## config.mk

```make
export PLATFORM = sky130hd
export DESIGN_NAME = dmem_arbiter
export DESIGN_NICKNAME = d
export VERILOG_FILES = /design/src/rtl/dmem_arbiter.sv
export SDC_FILE = /design/constraint.sdc
export NUM_CORES = 1
export LEC_CHECK = 0
export BUFFER_PORTS_ARGS = -buffer_cell sky130_fd_sc_hd__buf_2
export CAP_MARGIN = 20
export CORE_AREA = 2 2 134 136
export CTS_CLUSTER_DIAMETER = 100
export DETAILED_ROUTE_END_ITERATION = 12
export DIE_AREA = 0 0 136 138
export MAX_ROUTING_LAYER = met4
export SLEW_MARGIN = 20
export SYNTH_ARGS = -nofsm -noshare
export SYNTH_HDL_FRONTEND = slang
export SYNTH_SLANG_ARGS = --single-unit
```

## constraint.sdc

```tcl
create_clock -name clk -period 1.7 [get_ports clk]
set_clock_uncertainty 0.05 [all_clocks]
set_input_delay 0.34 -clock clk [delete_from_list [all_inputs] [get_ports clk]]
set_output_delay 0.34 -clock clk [all_outputs]
set_load 0.005 [all_outputs]
```

## src/rtl/dmem_arbiter.sv

```systemverilog
// Purpose : round-robin arbiter sharing one data_mem port between core (m0) and loader/DMA (m1).
// Latency : grant and memory mux are combinational (req -> gnt same cycle); read data 1 cycle after grant.
// Backpressure: a master holds req/we/addr/wdata until gnt; the loser simply waits, lock is bounded by MAX_HOLD.
//
// Ports:
//   clk, reset            rising-edge clock, synchronous active-high reset
//   mN_req/we/lock/addr/wdata  request side of master N (N = 0, 1)
//   mN_gnt/rvalid/rdata   grant (same cycle), read-data pulse (next cycle), read data
//   mem_a/mem_d/mem_we    to data_mem, zero when nothing is granted
//   mem_spo               combinational read data from data_mem
//   cnt_gnt0/1, cnt_conflict  performance counters, only built with DMEM_ARB_PERF_EN
//
// Build option: define DMEM_ARB_PERF_EN to synthesize the performance counters,
// otherwise the counter outputs are tied to zero.

module dmem_arbiter #(
    parameter int ADDR_W   = 14,
    parameter int DATA_W   = 32,
    parameter int MAX_HOLD = 8
) (
    input  logic              clk,
    input  logic              reset,

    input  logic              m0_req,
    input  logic              m0_we,
    input  logic              m0_lock,
    input  logic [ADDR_W-1:0] m0_addr,
    input  logic [DATA_W-1:0] m0_wdata,
    output logic              m0_gnt,
    output logic              m0_rvalid,
    output logic [DATA_W-1:0] m0_rdata,

    input  logic              m1_req,
    input  logic              m1_we,
    input  logic              m1_lock,
    input  logic [ADDR_W-1:0] m1_addr,
    input  logic [DATA_W-1:0] m1_wdata,
    output logic              m1_gnt,
    output logic              m1_rvalid,
    output logic [DATA_W-1:0] m1_rdata,

    output logic [ADDR_W-1:0] mem_a,
    output logic [DATA_W-1:0] mem_d,
    output logic              mem_we,
    input  logic [DATA_W-1:0] mem_spo,

    output logic [31:0]       cnt_gnt0,
    output logic [31:0]       cnt_gnt1,
    output logic [31:0]       cnt_conflict
);

    localparam int HOLD_W = $clog2(MAX_HOLD + 1);
    localparam logic [HOLD_W-1:0] HOLD_MAX = HOLD_W'(MAX_HOLD);

    typedef enum logic [1:0] {
        IDLE = 2'd0,
        OWN0 = 2'd1,
        OWN1 = 2'd2
    } own_t;

    own_t              state_q, state_d;
    logic              rr_ptr_q, rr_ptr_d;
    logic [HOLD_W-1:0] hold_q, hold_d;

    // Winner of the current cycle: win_vld says a grant is given, win_sel picks the master.
    logic win_vld;
    logic win_sel;

    logic              rvalid0_q, rvalid1_q;
    logic [DATA_W-1:0] rdata0_q, rdata1_q;

    // ------------------------------------------------------------------
    // State register
    // ------------------------------------------------------------------
    always_ff @(posedge clk) begin
        if (reset) begin
            state_q  <= IDLE;
            rr_ptr_q <= 1'b0;
            hold_q   <= '0;
        end else begin
            state_q  <= state_d;
            rr_ptr_q <= rr_ptr_d;
            hold_q   <= hold_d;
        end
    end

    // ------------------------------------------------------------------
    // Arbitration and next state
    // ------------------------------------------------------------------
    always_comb begin
        win_vld  = 1'b0;
        win_sel  = 1'b0;
        state_d  = IDLE;
        rr_ptr_d = rr_ptr_q;
        hold_d   = '0;

        // Reset wins over everything, so no grant (and no memory write) while it is high.
        if (reset) begin
            win_vld = 1'b0;
        end else if (state_q == OWN0 && m0_req && m0_lock &&
                     (!m1_req || hold_q < HOLD_MAX)) begin
            win_vld = 1'b1;
            win_sel = 1'b0;
        end else if (state_q == OWN1 && m1_req && m1_lock &&
                     (!m0_req || hold_q < HOLD_MAX)) begin
            win_vld = 1'b1;
            win_sel = 1'b1;
        end else if (m0_req && !m1_req) begin
            win_vld = 1'b1;
            win_sel = 1'b0;
        end else if (m1_req && !m0_req) begin
            win_vld = 1'b1;
            win_sel = 1'b1;
        end else if (m0_req && m1_req) begin
            win_vld = 1'b1;
            win_sel = rr_ptr_q;
        end

        if (win_vld) begin
            state_d  = win_sel ? OWN1 : OWN0;
            rr_ptr_d = ~win_sel;
            // Saturating at MAX_HOLD is enough: the lock test only asks "below MAX_HOLD?".
            if (state_q == state_d)
                hold_d = (hold_q == HOLD_MAX) ? hold_q : hold_q + 1'b1;
            else
                hold_d = HOLD_W'(1);
        end
    end

    // ------------------------------------------------------------------
    // Outputs: grants and memory port mux
    // ------------------------------------------------------------------
    always_comb begin
        m0_gnt = win_vld & ~win_sel;
        m1_gnt = win_vld &  win_sel;
        mem_a  = '0;
        mem_d  = '0;
        mem_we = 1'b0;
        if (win_vld) begin
            mem_a  = win_sel ? m1_addr  : m0_addr;
            mem_d  = win_sel ? m1_wdata : m0_wdata;
            mem_we = win_sel ? m1_we    : m0_we;
        end
        // rvalid is masked by reset so a reset in the cycle after a read grant kills the pulse.
        m0_rvalid = rvalid0_q & ~reset;
        m1_rvalid = rvalid1_q & ~reset;
        m0_rdata  = rdata0_q;
        m1_rdata  = rdata1_q;
    end

    // ------------------------------------------------------------------
    // Read return: capture mem_spo at the grant edge
    // ------------------------------------------------------------------
    always_ff @(posedge clk) begin
        if (reset) begin
            rvalid0_q <= 1'b0;
            rvalid1_q <= 1'b0;
            rdata0_q  <= '0;
            rdata1_q  <= '0;
        end else begin
            rvalid0_q <= m0_gnt & ~m0_we;
            rvalid1_q <= m1_gnt & ~m1_we;
            if (m0_gnt && !m0_we)
                rdata0_q <= mem_spo;
            if (m1_gnt && !m1_we)
                rdata1_q <= mem_spo;
        end
    end

    // ------------------------------------------------------------------
    // Performance counters
    // ------------------------------------------------------------------
`ifdef DMEM_ARB_PERF_EN
    logic [31:0] cnt_gnt0_q, cnt_gnt1_q, cnt_conflict_q;

    always_ff @(posedge clk) begin
        if (reset) begin
            cnt_gnt0_q     <= '0;
            cnt_gnt1_q     <= '0;
            cnt_conflict_q <= '0;
        end else begin
            if (m0_gnt)
                cnt_gnt0_q <= cnt_gnt0_q + 32'd1;
            if (m1_gnt)
                cnt_gnt1_q <= cnt_gnt1_q + 32'd1;
            if (m0_req && m1_req)
                cnt_conflict_q <= cnt_conflict_q + 32'd1;
        end
    end

    assign cnt_gnt0     = cnt_gnt0_q;
    assign cnt_gnt1     = cnt_gnt1_q;
    assign cnt_conflict = cnt_conflict_q;
`else
    assign cnt_gnt0     = '0;
    assign cnt_gnt1     = '0;
    assign cnt_conflict = '0;
`endif

endmodule

```

==> key figures <==
Routing
  – First DRT Iteration DRCs: 156
  – Drt drc: 0
  – Antenna viol nets, final: 0
  – Drt total wl: 15100 um
  – WL met1: 6150 um
  – Metal2 WL: 7760 um
  – TritonRoute pass-1 iters: 4
  – Vias/cell: 4.37
  – DR vias: 4246
  – Wire per inst: 15.5 um
  – Routed length on met3: 1000 um
  – Top Layer Used: met4

Clock tree
  – Clock Path Buffers: 2
  – Total CTS buffers: 9
  – CTS Root Cell: clkbuf_16
  – H-tree levels: 3
  – TritonCTS clock tree: built
  – Clk_lat worst skew: 0.33 ns
  – Clk slew on worst S/H paths: 0.06 ns
  – Clk sink count: 73

Placement
  – Cells after DPL: 952
  – Port Buffers: 246
  – DP HPWL: 11000 um
  – Routability cong.: 0.759
  – Placement Setup Slack: -0.332 ns

Power and ir drop
  – P_leak: 2.83 nW
  – Seq pwr share: 0.391
  – Power share of the clock group: 0.407
  – Int Pwr: 0.00334 W
  – P per Cell Area: 809 mW/mm2
  – Max IR drop VDD: 487 uV
  – Total chip power: 0.00461 W
  – P_sw: 0.00127 W
  – Comb power frac: 0.202
  – Switching Fraction: 0.275

Synthesis
  – Syn Area/Cell: 8.14 um2
  – Synth unique cells: 31
  – Yosys synthesis warning count: 0
  – Sequential area share after synthesis: 0.364
  – Flops & latches, synth: 73
  – Post-Syn Instances: 494
  – Mapped Area: 0.00402 mm2

Global route
  – Largest net degree at the start of global routing: 68
  – Vias in the first global route: 3841
  – Grt ovf: 0
  – First-pass GRT wire length: 21800 um
  – Global Route Usage Sum: 0.153
  – Antenna violations before repair: 0

STA
  – Finish-stage setup viols: 113
  – Post-layout minimum cycle time: 2.30 ns
  – Final period utilization: 1.35
  – Fmax: 0.436 GHz
  – RSZ-0062 raised after global routing: yes
  – Final WS setup: -0.595 ns
  – Slew margin rel.: 0.530
  – Final hold vios: 0
  – Max-slew violation count: 0
  – Worst slew pin tran: 0.704 ns

Flow run
  – Max cap viols: 0

Final layout
  – Non-Filler Instances: 972
  – Layout cells sized above 1: 0.412
  – Fin nets: 872
  – Antenna cells: 0
  – Filler cell count: 1901
  – Area growth, synth to finish: 41.9%

Floorplan
  – Starting Density: 0.229
  – I/O pin count: 343
  – Die X: 136 um
  – Core ar.: 0.0175 mm2
  – Die Y-Extent: 138 um
  – # rows: 49
  – Die area: 0.0188 mm2

Worst setup path
  – CP Buf/Inv Count: 5
  – Worst path top cell family by delay: buffers and inverters
  – Worst R2R Start: state_q[1]
  – Worst Reg2Reg Path Length in Cells: 5
  – Crit path cell chain: and4bb_2 > o221ai_4 > inv_4 > nor2_4 > buf_6 > buf_12 > buf_6 > a22o_1 > buf_2
  – CP Max Fanout: 7
  – Last element of the critical path: mem_d[29]
  – Reg-to-reg slack, setup: -0.22 ns
  – Crit path depth: 9
  – Req. time, crit path: 1.31 ns
  – Worst Setup Start Kind: flip-flop
  – Reg-to-reg critical path endpoint: m1_rdata[10]
  – CP Capture Type: output port
  – Critical Path Max Stage Delay: 0.33 ns
  – Crit-path most repeated cell: buf_6
  – Crit path kind: reg2out
  – Slowest cell on the critical path: dfxtp_2
  – Worst setup path start: state_q[0]
  – Critical Path AT: 1.91 ns

Run status
  – Failing checks: setup timing
  – Status: finished with violations

Hold path
  – Worst hold path class: in2reg
## synthesized netlist by cell type, drive strengths merged
master / count / area share
clkbuf: 24 / 0.022
nand2b: 1 / 0.0016
nand4b: 1 / 0.0022
nor3: 5 / 0.0062
nand3: 65 / 0.081
conb: 1 / 0.00093
and4bb: 1 / 0.0031
nor2: 6 / 0.0056
a21oi: 64 / 0.080
o22ai: 1 / 0.0016
o21ai: 65 / 0.081
o21bai: 1 / 0.0028
mux2i: 2 / 0.0050
o221ai: 1 / 0.0037
dfxtp: 73 / 0.36
a22o: 47 / 0.10
buf: 116 / 0.20
ha: 2 / 0.0062
inv: 6 / 0.0056
mux2: 1 / 0.0028
xor2: 1 / 0.0022
or2: 1 / 0.0016
nor2b: 4 / 0.0062
o21ba: 1 / 0.0025
nand2: 2 / 0.0019
and2: 1 / 0.0016
xnor2: 1 / 0.0022
## layout make-up
type	instances	area, um2	area share
clock buffers	9	225	0.0395
clock inverters	7	70.1	0.0123
inverters	6	25.0	0.00439
multi-input cells	370	2010	0.352
flip-flops and latches	73	1470	0.257
well taps	229	287	0.0502
repair buffers	278	1630	0.285
## power groups by stage
stage | registers [W] | clock network (W) | logic, W
detailed placement | 0.00184 | 0 | 0.000893
finish | 0.00181 | 0.00188 | 0.000930
global route | 0.00181 | 0.00202 | 0.00102
floorplan | 0.00185 | 0 | 0.000574
CTS | 0.00181 | 0.00194 | 0.000904
global placement | 0.00184 | 0 | 0.000893
## state kept, by name, indices dropped and copies added, names as in the netlist
signal,flops
m0_rdata,32
m1_rdata,32
rvalid1_q,1
rr_ptr_q,1
rvalid0_q,1
state_q,2
hold_q,4
## layout by cell type (no fill, tap or decap), types with 11 or more instances in the layout
| cell type | synthesis | final |
|---|---|---|
| dfxtp_1 | 73 | 70 |
| buf_2 | 13 | 245 |
| a21oi_1 | 64 | 64 |
| nand3_1 | 65 | 65 |
| buf_4 | 99 | 18 |
| conb_1 | 1 | 96 |
| clkbuf_16 | 0 | 11 |
| a22o_1 | 47 | 47 |
| o21ai_1 | 38 | 38 |
| o21ai_0 | 27 | 27 |
## layer usage
layer	vias to the layer above	track usage
met2	193	0.268
li1	2055	-
met4	0	0.0378
met5	-	-
met3	12	0.0290
met1	1986	0.179
## per-stage QoR
stage	hold slack, ns	util	setup TNS, ns	area (um2)
floorplan	0.420	-	-2.28	4420
global placement	0.408	0.303	-26.52	5310
detailed placement	0.414	0.303	-28.42	5310
CTS	0.207	0.321	-36.41	5620
global route	0.215	0.325	-52.24	5710
finish	0.219	0.325	-37.65	5710
## worst reg2reg max path, stage by stage, from the launching register on
cell	delay (ns)
dfxtp_2	0.33
nand4b_1	0.24
o221ai_4	0.25
buf_4	0.57
o21ai_0	0.24
a21oi_1	0.16
## cells by family (layout without fill, tap and decap cells)
family	after synthesis	count (layout)	synth area share
xor gates and xnor gates	2	2	0.00436
buffers and inverters	146	300	0.233
DFF	73	73	0.364
muxes	3	3	0.00778
other	1	96	0.000933
adders and majority gates	2	2	0.00622
AOI/OAI and AO/OA	180	180	0.274
and+or+nand+nor	87	87	0.111
## worst min path at each step
stage	depth (start not counted)	to	startpoint	slack, ns
after floorplan	2	m1_rdata[0]	m1_rdata[0]	0.42
after global placement	2	m1_rdata[16]	m1_rdata[16]	0.41
after detailed placement	2	m1_rdata[0]	m1_rdata[0]	0.41
after CTS	3	m0_rdata[19]	mem_spo[19]	0.21
after global routing	3	m1_rdata[22]	mem_spo[22]	0.22
final	3	m0_rdata[13]	mem_spo[13]	0.22
## repair_timing
action                     4_1_cts  5_1_grt
hold buffers                     0        0
setup buffers                    0        3
hold endpoints to repair         0        0
pin swaps                        1        5
resized for setup                5        5
cloned                           0        2
setup endpoints to repair      117      115
Power figures use the tool's default switching activity.
